[src/rtl/time_display_driver_if.sv]
// time_display_driver_if
// Bundles the signals between the clock counter / control panel and the
// 7-segment display driver.
//   master : drives the time/date fields and the view/edit controls,
//            observes the display lines.
//   slave  : the display driver; reads fields and controls, drives the display.
// Signals:
//   mode_time    0 = time view, 1 = date view
//   manual_set   edit mode active
//   select_item  field being edited (001 sec .. 110 year)
//   second, minute, hour, day (6b), month (4b), year (14b) binary fields
//   seg          {g,f,e,d,c,b,a}, active-low
//   an           one-hot active-low digit enables, an[7] leftmost
//   dp           decimal point, active-low
interface time_display_driver_if;
  logic        mode_time;
  logic        manual_set;
  logic [2:0]  select_item;
  logic [5:0]  second;
  logic [5:0]  minute;
  logic [5:0]  hour;
  logic [5:0]  day;
  logic [3:0]  month;
  logic [13:0] year;
  logic [6:0]  seg;
  logic [7:0]  an;
  logic        dp;

  modport master (
    output mode_time, manual_set, select_item,
    output second, minute, hour, day, month, year,
    input  seg, an, dp
  );

  modport slave (
    input  mode_time, manual_set, select_item,
    input  second, minute, hour, day, month, year,
    output seg, an, dp
  );
endinterface

[src/rtl/time_display_driver.sv]
// time_display_driver
// Converts the binary time/date fields to BCD with a single shared
// double-dabble engine and scans them onto an 8-digit common-anode
// 7-segment display. All digits are committed together at the end of a
// 56-cycle conversion round so a half-updated value is never shown. The
// field being edited blinks while manual set is active.
// Ports:
//   clk    system clock
//   rst_n  asynchronous active-low reset
//   bus    time_display_driver_if.slave (fields and controls in, seg/an/dp out)
// Parameters:
//   SCAN_DIV   clocks per digit slot of the multiplex scan
//   BLINK_DIV  clocks per blink phase
module time_display_driver #(
  parameter int SCAN_DIV  = 50000,
  parameter int BLINK_DIV = 25000000
) (
  input  logic                 clk,
  input  logic                 rst_n,
  time_display_driver_if.slave bus
);

  localparam int SCAN_W  = (SCAN_DIV  > 1) ? $clog2(SCAN_DIV)  : 1;
  localparam int BLINK_W = (BLINK_DIV > 1) ? $clog2(BLINK_DIV) : 1;
  localparam logic [SCAN_W-1:0]  SCAN_LAST  = SCAN_W'(SCAN_DIV - 1);
  localparam logic [BLINK_W-1:0] BLINK_LAST = BLINK_W'(BLINK_DIV - 1);

  localparam logic [6:0] SEG_DASH  = 7'h3F;
  localparam logic [6:0] SEG_BLANK = 7'h7F;

  typedef enum logic [2:0] {
    CAPTURE,
    LOAD,
    SHIFT,
    STORE,
    COMMIT
  } conv_state_t;

  conv_state_t state, next_state;

  logic [2:0]  field_idx;
  logic [3:0]  shift_cnt;
  logic [3:0]  field_last;

  logic [5:0]  snap_sec, snap_min, snap_hour, snap_day;
  logic [3:0]  snap_month;
  logic [13:0] snap_year;

  logic [15:0] bcd, bcd_adj;
  logic [13:0] bin, load_value;

  logic [7:0]  stage_sec, stage_min, stage_hour, stage_day, stage_month;
  logic [15:0] stage_year;
  logic [7:0]  disp_sec, disp_min, disp_hour, disp_day, disp_month;
  logic [15:0] disp_year;

  logic [SCAN_W-1:0]  scan_cnt;
  logic [2:0]         scan_idx;
  logic [BLINK_W-1:0] blink_cnt;
  logic               blink_phase;
  logic               prev_manual;
  logic [2:0]         prev_select;
  logic               blink_clear;

  logic [3:0] digit_val;
  logic       use_dash;
  logic       owned;
  logic       blank;

  logic [6:0] seg_q;
  logic [7:0] an_q;
  logic       dp_q;

  function automatic logic [6:0] seg_of(input logic [3:0] d);
    case (d)
      4'd0:    seg_of = 7'h40;
      4'd1:    seg_of = 7'h79;
      4'd2:    seg_of = 7'h24;
      4'd3:    seg_of = 7'h30;
      4'd4:    seg_of = 7'h19;
      4'd5:    seg_of = 7'h12;
      4'd6:    seg_of = 7'h02;
      4'd7:    seg_of = 7'h78;
      4'd8:    seg_of = 7'h00;
      4'd9:    seg_of = 7'h10;
      default: seg_of = SEG_BLANK;
    endcase
  endfunction

  // Last shift index of the field being converted (width - 1).
  always_comb begin
    field_last = 4'd5;
    case (field_idx)
      3'd4:    field_last = 4'd3;
      3'd5:    field_last = 4'd13;
      default: field_last = 4'd5;
    endcase
  end

  // Binary value left-aligned in the 14-bit shifter so that every field
  // feeds its MSB into the BCD register first.
  always_comb begin
    load_value = '0;
    case (field_idx)
      3'd0:    load_value = {snap_sec,   8'd0};
      3'd1:    load_value = {snap_min,   8'd0};
      3'd2:    load_value = {snap_hour,  8'd0};
      3'd3:    load_value = {snap_day,   8'd0};
      3'd4:    load_value = {snap_month, 10'd0};
      3'd5:    load_value = snap_year;
      default: load_value = '0;
    endcase
  end

  // Double-dabble correction: any nibble of 5 or more gets 3 added before
  // the shift so it carries correctly into the next decade.
  always_comb begin
    bcd_adj = bcd;
    for (int i = 0; i < 4; i++) begin
      if (bcd[4*i +: 4] >= 4'd5) begin
        bcd_adj[4*i +: 4] = bcd[4*i +: 4] + 4'd3;
      end
    end
  end

  // Converter state register.
  always_ff @(posedge clk or negedge rst_n) begin
    if (!rst_n) begin
      state <= CAPTURE;
    end else begin
      state <= next_state;
    end
  end

  // Converter sequencing: capture, six load/shift/store passes, commit.
  always_comb begin
    next_state = state;
    case (state)
      CAPTURE: next_state = LOAD;
      LOAD:    next_state = SHIFT;
      SHIFT:   if (shift_cnt == field_last) next_state = STORE;
      STORE:   next_state = (field_idx == 3'd5) ? COMMIT : LOAD;
      COMMIT:  next_state = CAPTURE;
      default: next_state = CAPTURE;
    endcase
  end

  // Converter datapath: snapshot, shift register, staging and committed digits.
  always_ff @(posedge clk or negedge rst_n) begin
    if (!rst_n) begin
      field_idx   <= '0;
      shift_cnt   <= '0;
      snap_sec    <= '0;
      snap_min    <= '0;
      snap_hour   <= '0;
      snap_day    <= '0;
      snap_month  <= '0;
      snap_year   <= '0;
      bcd         <= '0;
      bin         <= '0;
      stage_sec   <= '0;
      stage_min   <= '0;
      stage_hour  <= '0;
      stage_day   <= '0;
      stage_month <= '0;
      stage_year  <= '0;
      disp_sec    <= '0;
      disp_min    <= '0;
      disp_hour   <= '0;
      disp_day    <= '0;
      disp_month  <= '0;
      disp_year   <= '0;
    end else begin
      case (state)
        CAPTURE: begin
          field_idx  <= '0;
          snap_sec   <= bus.second;
          snap_min   <= bus.minute;
          snap_hour  <= bus.hour;
          snap_day   <= bus.day;
          snap_month <= bus.month;
          snap_year  <= (bus.year > 14'd9999) ? 14'd9999 : bus.year;
        end
        LOAD: begin
          bcd       <= '0;
          bin       <= load_value;
          shift_cnt <= '0;
        end
        SHIFT: begin
          {bcd, bin} <= {bcd_adj, bin} << 1;
          shift_cnt  <= shift_cnt + 4'd1;
        end
        STORE: begin
          case (field_idx)
            3'd0:    stage_sec   <= bcd[7:0];
            3'd1:    stage_min   <= bcd[7:0];
            3'd2:    stage_hour  <= bcd[7:0];
            3'd3:    stage_day   <= bcd[7:0];
            3'd4:    stage_month <= bcd[7:0];
            default: stage_year  <= bcd;
          endcase
          field_idx <= field_idx + 3'd1;
        end
        COMMIT: begin
          disp_sec   <= stage_sec;
          disp_min   <= stage_min;
          disp_hour  <= stage_hour;
          disp_day   <= stage_day;
          disp_month <= stage_month;
          disp_year  <= stage_year;
        end
        default: ;
      endcase
    end
  end

  // Multiplex scan: advance to the next digit every SCAN_DIV clocks.
  always_ff @(posedge clk or negedge rst_n) begin
    if (!rst_n) begin
      scan_cnt <= '0;
      scan_idx <= '0;
    end else if (scan_cnt == SCAN_LAST) begin
      scan_cnt <= '0;
      scan_idx <= scan_idx + 3'd1;
    end else begin
      scan_cnt <= scan_cnt + 1'b1;
    end
  end

  // Blink restarts in the visible phase whenever editing starts or the
  // selected field changes, so the new field is shown before it blanks.
  assign blink_clear = !bus.manual_set
                    || (bus.manual_set != prev_manual)
                    || (bus.select_item != prev_select);

  always_ff @(posedge clk or negedge rst_n) begin
    if (!rst_n) begin
      blink_cnt   <= '0;
      blink_phase <= 1'b0;
      prev_manual <= 1'b0;
      prev_select <= '0;
    end else begin
      prev_manual <= bus.manual_set;
      prev_select <= bus.select_item;
      if (blink_clear) begin
        blink_cnt   <= '0;
        blink_phase <= 1'b0;
      end else if (blink_cnt == BLINK_LAST) begin
        blink_cnt   <= '0;
        blink_phase <= ~blink_phase;
      end else begin
        blink_cnt <= blink_cnt + 1'b1;
      end
    end
  end

  // Digit content for the active slot in the live view.
  always_comb begin
    digit_val = 4'd0;
    use_dash  = 1'b0;
    if (!bus.mode_time) begin
      case (scan_idx)
        3'd7:    digit_val = disp_hour[7:4];
        3'd6:    digit_val = disp_hour[3:0];
        3'd4:    digit_val = disp_min[7:4];
        3'd3:    digit_val = disp_min[3:0];
        3'd1:    digit_val = disp_sec[7:4];
        3'd0:    digit_val = disp_sec[3:0];
        default: use_dash  = 1'b1;
      endcase
    end else begin
      case (scan_idx)
        3'd7:    digit_val = disp_day[7:4];
        3'd6:    digit_val = disp_day[3:0];
        3'd5:    digit_val = disp_month[7:4];
        3'd4:    digit_val = disp_month[3:0];
        3'd3:    digit_val = disp_year[15:12];
        3'd2:    digit_val = disp_year[11:8];
        3'd1:    digit_val = disp_year[7:4];
        default: digit_val = disp_year[3:0];
      endcase
    end
  end

  // Does the active slot belong to the selected field in the live view?
  // Fields not shown in this view, and codes 000/111, own no slot.
  always_comb begin
    owned = 1'b0;
    case ({bus.mode_time, bus.select_item})
      4'b0_001: owned = (scan_idx <= 3'd1);
      4'b0_010: owned = (scan_idx == 3'd3) || (scan_idx == 3'd4);
      4'b0_011: owned = (scan_idx >= 3'd6);
      4'b1_100: owned = (scan_idx >= 3'd6);
      4'b1_101: owned = (scan_idx == 3'd4) || (scan_idx == 3'd5);
      4'b1_110: owned = (scan_idx <= 3'd3);
      default:  owned = 1'b0;
    endcase
  end

  assign blank = bus.manual_set && blink_phase && owned;

  // Registered display outputs; the anode stays one-hot even when blanked.
  always_ff @(posedge clk or negedge rst_n) begin
    if (!rst_n) begin
      seg_q <= SEG_BLANK;
      an_q  <= 8'hFF;
      dp_q  <= 1'b1;
    end else begin
      an_q <= ~(8'd1 << scan_idx);
      if (blank) begin
        seg_q <= SEG_BLANK;
        dp_q  <= 1'b1;
      end else begin
        seg_q <= use_dash ? SEG_DASH : seg_of(digit_val);
        dp_q  <= ~(bus.mode_time && ((scan_idx == 3'd6) || (scan_idx == 3'd4)));
      end
    end
  end

  assign bus.seg = seg_q;
  assign bus.an  = an_q;
  assign bus.dp  = dp_q;

endmodule

[src/flat_wrapper.sv]
// flat-port wrapper written by rule: the top's interface ports become plain ports
module time_display_driver_flat 
#(
  parameter int SCAN_DIV  = 50000,
  parameter int BLINK_DIV = 25000000
)
  (clk, rst_n, bus_mode_time, bus_manual_set, bus_select_item, bus_second, bus_minute, bus_hour, bus_day, bus_month, bus_year, bus_seg, bus_an, bus_dp);
  time_display_driver_if bus_i ();
  input  logic clk;
  input  logic rst_n;
  input wire logic [$bits(bus_i.mode_time)-1:0] bus_mode_time;
  input wire logic [$bits(bus_i.manual_set)-1:0] bus_manual_set;
  input wire logic [$bits(bus_i.select_item)-1:0] bus_select_item;
  input wire logic [$bits(bus_i.second)-1:0] bus_second;
  input wire logic [$bits(bus_i.minute)-1:0] bus_minute;
  input wire logic [$bits(bus_i.hour)-1:0] bus_hour;
  input wire logic [$bits(bus_i.day)-1:0] bus_day;
  input wire logic [$bits(bus_i.month)-1:0] bus_month;
  input wire logic [$bits(bus_i.year)-1:0] bus_year;
  output wire logic [$bits(bus_i.seg)-1:0] bus_seg;
  output wire logic [$bits(bus_i.an)-1:0] bus_an;
  output wire logic [$bits(bus_i.dp)-1:0] bus_dp;
  assign bus_i.mode_time = bus_mode_time;
  assign bus_i.manual_set = bus_manual_set;
  assign bus_i.select_item = bus_select_item;
  assign bus_i.second = bus_second;
  assign bus_i.minute = bus_minute;
  assign bus_i.hour = bus_hour;
  assign bus_i.day = bus_day;
  assign bus_i.month = bus_month;
  assign bus_i.year = bus_year;
  assign bus_seg = bus_i.seg;
  assign bus_an = bus_i.an;
  assign bus_dp = bus_i.dp;
  time_display_driver #(.SCAN_DIV(SCAN_DIV), .BLINK_DIV(BLINK_DIV)) u_core (.clk(clk), .rst_n(rst_n), .bus(bus_i));
endmodule
[config.mk]
export PLATFORM = sky130hd
export DESIGN_NAME = time_display_driver_flat
export DESIGN_NICKNAME = d
export VERILOG_FILES = /design/src/rtl/time_display_driver_if.sv /design/src/rtl/time_display_driver.sv /design/src/flat_wrapper.sv
export SDC_FILE = /design/constraint.sdc
export NUM_CORES = 1
export LEC_CHECK = 0
export ABC_AREA = 1
export ABC_CLOCK_PERIOD_IN_PS = 2260
export CAP_MARGIN = 20
export CORE_MARGIN = 3
export CORE_UTILIZATION = 54
export DETAILED_ROUTE_END_ITERATION = 12
export MAX_ROUTING_LAYER = met4
export PLACE_DENSITY = 0.81
export SLEW_MARGIN = 20
export SYNTH_ARGS = -nofsm -noshare
export SYNTH_HDL_FRONTEND = slang
export SYNTH_SLANG_ARGS = --single-unit
[constraint.sdc]
create_clock -name clk -period 2.26 [get_ports clk]
set_input_delay 0.452 -clock clk [delete_from_list [all_inputs] [get_ports clk]]
set_output_delay 0.452 -clock clk [all_outputs]
set_load 0.02 [all_outputs]
==> impl_metrics.csv <==
group,metric,value,unit
run_status,status,"finished, final reports clean",
cts,cts_buffers,27,
layout,layout.cells.non_filler,1692,
yosys,synth_edf_count,0,
die,core_area,21290,um2
sta,drv_slew,0,
yosys,synth_nets,1373,
power_and_ir_drop,p_clk_share,43.4,%
yosys,netlist_top_cells_area,"dfrtp_1 51%, nand2_1 10%, mux2_2 4.6%",
power_and_ir_drop,p_comb_share,10.2,%
yosys,synth_top_area_cell,"dfrtp_1",
power_and_ir_drop,leakagePower,6.829,nW
global_route,antenna_found_initial,0,
power_and_ir_drop,sw_frac_of_total,24.69,%
critical_path,required,2720,ps
yosys,yosysUniqueCellTypes,52,
die,die_area,23820,um2
sta,post-route-min-period,2227,ps
critical_path,worst_setup_path_start_kind,"register",
die,die_h,154.3,um
critical_path,cp.arrival,2690,ps
cts,clk_root_buffer_cell,"clkbuf_16",
cts,clk_latency,540,ps
die,std_cell_rows,53,
route,avgViaCountPerCell,5.476,
critical_path,crit_type,"register to register",
global_route,grt_max_degree,69,
route,dr.pass1.iters,5,
layout,fin_area,14210,um2
cts,clk_pin_slew,60,ps
critical_path,path_common_cell,"nand2_1",
layout,syn2layout_area_growth,19.58,%
critical_path,reg2reg_depth,19,
die,die_w,154.3,um
power_and_ir_drop,p_int,8.248,mW
sta,setup_viol,0,
yosys,syn_inst,1301,
placement,dp_hpwl,18120,um
sta,fin_crit_sh,98.52,%
yosys,seq_area_frac_synth,54.72,%
layout,final_cell_mix,"322 x nand2_1, 240 x dfrtp_1, 126 x inv_1",
placement,dp.cells,1631,
route,wl_per_cell,15.76,um
power_and_ir_drop,p_switching,2.705,mW
route,drc_errors,0,
yosys,dominantRegCellSynth,"dfrtp_1",
yosys,ys_async_sr_fraction,100.0,%
critical_path,cp_cell_sequence,"inv_4, ha_4, nand2_4, clkinvlp_4, nand2_2, nand2_1, nor2_1, nand2_1, nand2_2, nand3_2, nand2_2, inv_2, ha_4, nand3_2, nand2_2, nand2_1, nand2_1, nand2_1, nand2_1",
layout,antenna_cells,0,
placement,pre_cts_slack,2.611,ps
power_and_ir_drop,seqPwrFrac,46.3,%
global_route,grt_overflow_total,0,
global_route,grt_pass1_vias,8997,
yosys,syn_area,11880,um2
route,ant_nets,0,
layout,fin_util,66.74,%
sta,whs,401.2,ps
yosys,synth_top_area_share,51.18,%
layout,drive_gt1_share,16.02,%
die,start_util,55.81,%
cts,clockBufferDepth,3,
sta,setup_ws,33.41,ps
sta,maxSlewHeadroom,64.14,%
route,drt_iter0_markers,654,
placement,io_buffers,64,
sta,hold_viol,0,
critical_path,critPathSlowestCell,"dfrtp_2",
placement,gp_congestion,0.9657,
placement,placed_area,13000,um2
critical_path,slowest_delay,460,ps
layout,final_common_cell,"nand2_1",
sta,max_freq,0.4491,GHz
sta,worst-slew-pin-transition,536.4,ps
cts,cts_sinks,259,
yosys,syn_area_per_cell,9.132,um2
route,vias,9266,
global_route,grt_util_all_layers,22.68,%
die,num_io_pins,65,
cts,cts_tree,"built",
cts,h-tree-depth,1,
hold_path,hold_path_class,"input port to asynchronous set/reset pin",
critical_path,cp_max_fo,5,
yosys,yosys_warnings,0,
sta,final.setup.tns,0,ps
yosys,ys_ff_latch,259,
route,drt-total-wl,26670,um
power_and_ir_drop,vdd_drop_max,0.3921,mV
layout,fin_nets,1468,
power_and_ir_drop,power_density,771.0,nW/um2
critical_path,crit_path_end_kind,"register",
flow_run,maxCapViolCount,0,
global_route,grt_pass1_wl,43820,um
power_and_ir_drop,p_total,10.95,mW
sta,skew,8.844,ps
## final timing paths
kind	from	endpoint	slack, ps
worst max-delay path	u_core.scan_idx[1]$_DFFE_PN0N_	u_core.bus.seg[6]$_DFF_PN1_	30
worst min-delay path	rst_n	u_core.stage_min[2]$_DFFE_PN0P_	400
worst max register to register	u_core.scan_idx[1]$_DFFE_PN0N_	u_core.bus.seg[6]$_DFF_PN1_	30
worst min register to register	u_core.blink_cnt[0]$_DFF_PN0_	u_core.blink_cnt[0]$_DFF_PN0_	470
max in group asynchronous	rst_n	u_core.bus.an[2]$_DFF_PN1_	1170
min in group clk	bus_manual_set	u_core.prev_manual$_DFF_PN0_	430
## power groups by stage
stage / clock (mW) / combinational, mW / sequential, mW
global placement: 0 / 1.04 / 5.14
floorplan: 0 / 0.618 / 5.13
detailed placement: 0 / 1.08 / 5.15
CTS: 4.82 / 1.12 / 5.07
finish: 4.76 / 1.12 / 5.08
global route: 5.02 / 1.28 / 5.11
## synthesized netlist by cell type, types with 2 or more instances
master     number
o21ai_0       107
dfrtp_1       243
buf_6           2
xor2_1         11
a21oi_1        38
inv_2           5
nand2_2         7
clkbuf_1       19
a211oi_1        3
dfstp_2        16
mux2_2         49
ha_1           23
o21a_1          4
o2111ai_1       3
inv_1         131
nand2_4         8
nand3_2         3
a22o_1          3
o221ai_1       11
nor2_4          4
buf_2          14
nor4_1          7
nor3b_1         5
or2_2           3
xnor2_1         2
nor2_1         87
nand4_1        12
o22ai_1         7
o211ai_1        5
nand3_1        77
clkinv_1        2
o311ai_0        2
nor3_1         18
nand2_1       328
and3_1          2
buf_4           4
buf_1           5
o21ai_1         5
nor2_2          9
a31oi_1         5
## layout make-up
class                      instances  area, um2
clock buffer                      39      800.8
clock inverter                    11      167.7
fill                            1618       7081
inverter                         138      531.8
multi-input combinational        860       4777
sequential                       259       6505
tap                              275      344.1
timing repair buffer             110       1080
## timing repair
| action | CTS | global route |
|---|---|---|
| hold endpoints to repair | 34 | 0 |
| resized for setup | 5 | 36 |
| setup buffers | 0 | 10 |
| hold buffers | 1 | 0 |
| endpoints found under the setup margin | 2 | 6 |
| pin swaps | 0 | 14 |
## cells by family (layout without fill, tap and decap cells)
logic type,after synthesis,in the layout,synth area share (%)
and+or+nand+nor,575,575,21.44
DFF,259,259,54.72
AOI/OAI and AO/OA,200,200,9.658
buffers and inverters,182,298,6.151
muxes,49,49,4.645
adders and majority gates,23,23,2.422
xor gates and xnor gates,13,13,0.9584
## sequential cells by signal, summed over array words and instances (netlist names), 7 cells and up
name and count:
u_core.blink_cnt 25, u_core.bcd 16, u_core.disp_year 16, u_core.scan_cnt 16, u_core.stage_year 16, u_core.bin 14
u_core.snap_year 14, u_core.bus.an 8, u_core.disp_day 8, u_core.disp_hour 8, u_core.disp_min 8, u_core.disp_month 8
u_core.disp_sec 8, u_core.stage_day 8, u_core.stage_hour 8, u_core.stage_min 8, u_core.stage_month 8, u_core.stage_sec 8
u_core.bus.seg 7
## worst max-delay path: cells and delay by family (launching register included)
kind | cells | cell delay (ps)
flip-flops | 1 | 460
adder cells (fa/ha/maj) | 2 | 330
buffers and inverters | 3 | 290
AND/OR/NAND/NOR | 14 | 1070
## routing by layer
metal | routed length, um | global-route usage (%) | vias to the layer above | share of wire [%]
met2 | 12920 | 37.56 | 264 | 48
met3 | 1317 | 2.994 | 62 | 4.9
met5 | 0 | - | - | 0
li1 | - | - | 4459 | -
met1 | 11620 | 29.73 | 4481 | 44
met4 | 805 | 6.266 | 0 | 3.0
(Power assumes the default switching activity.)
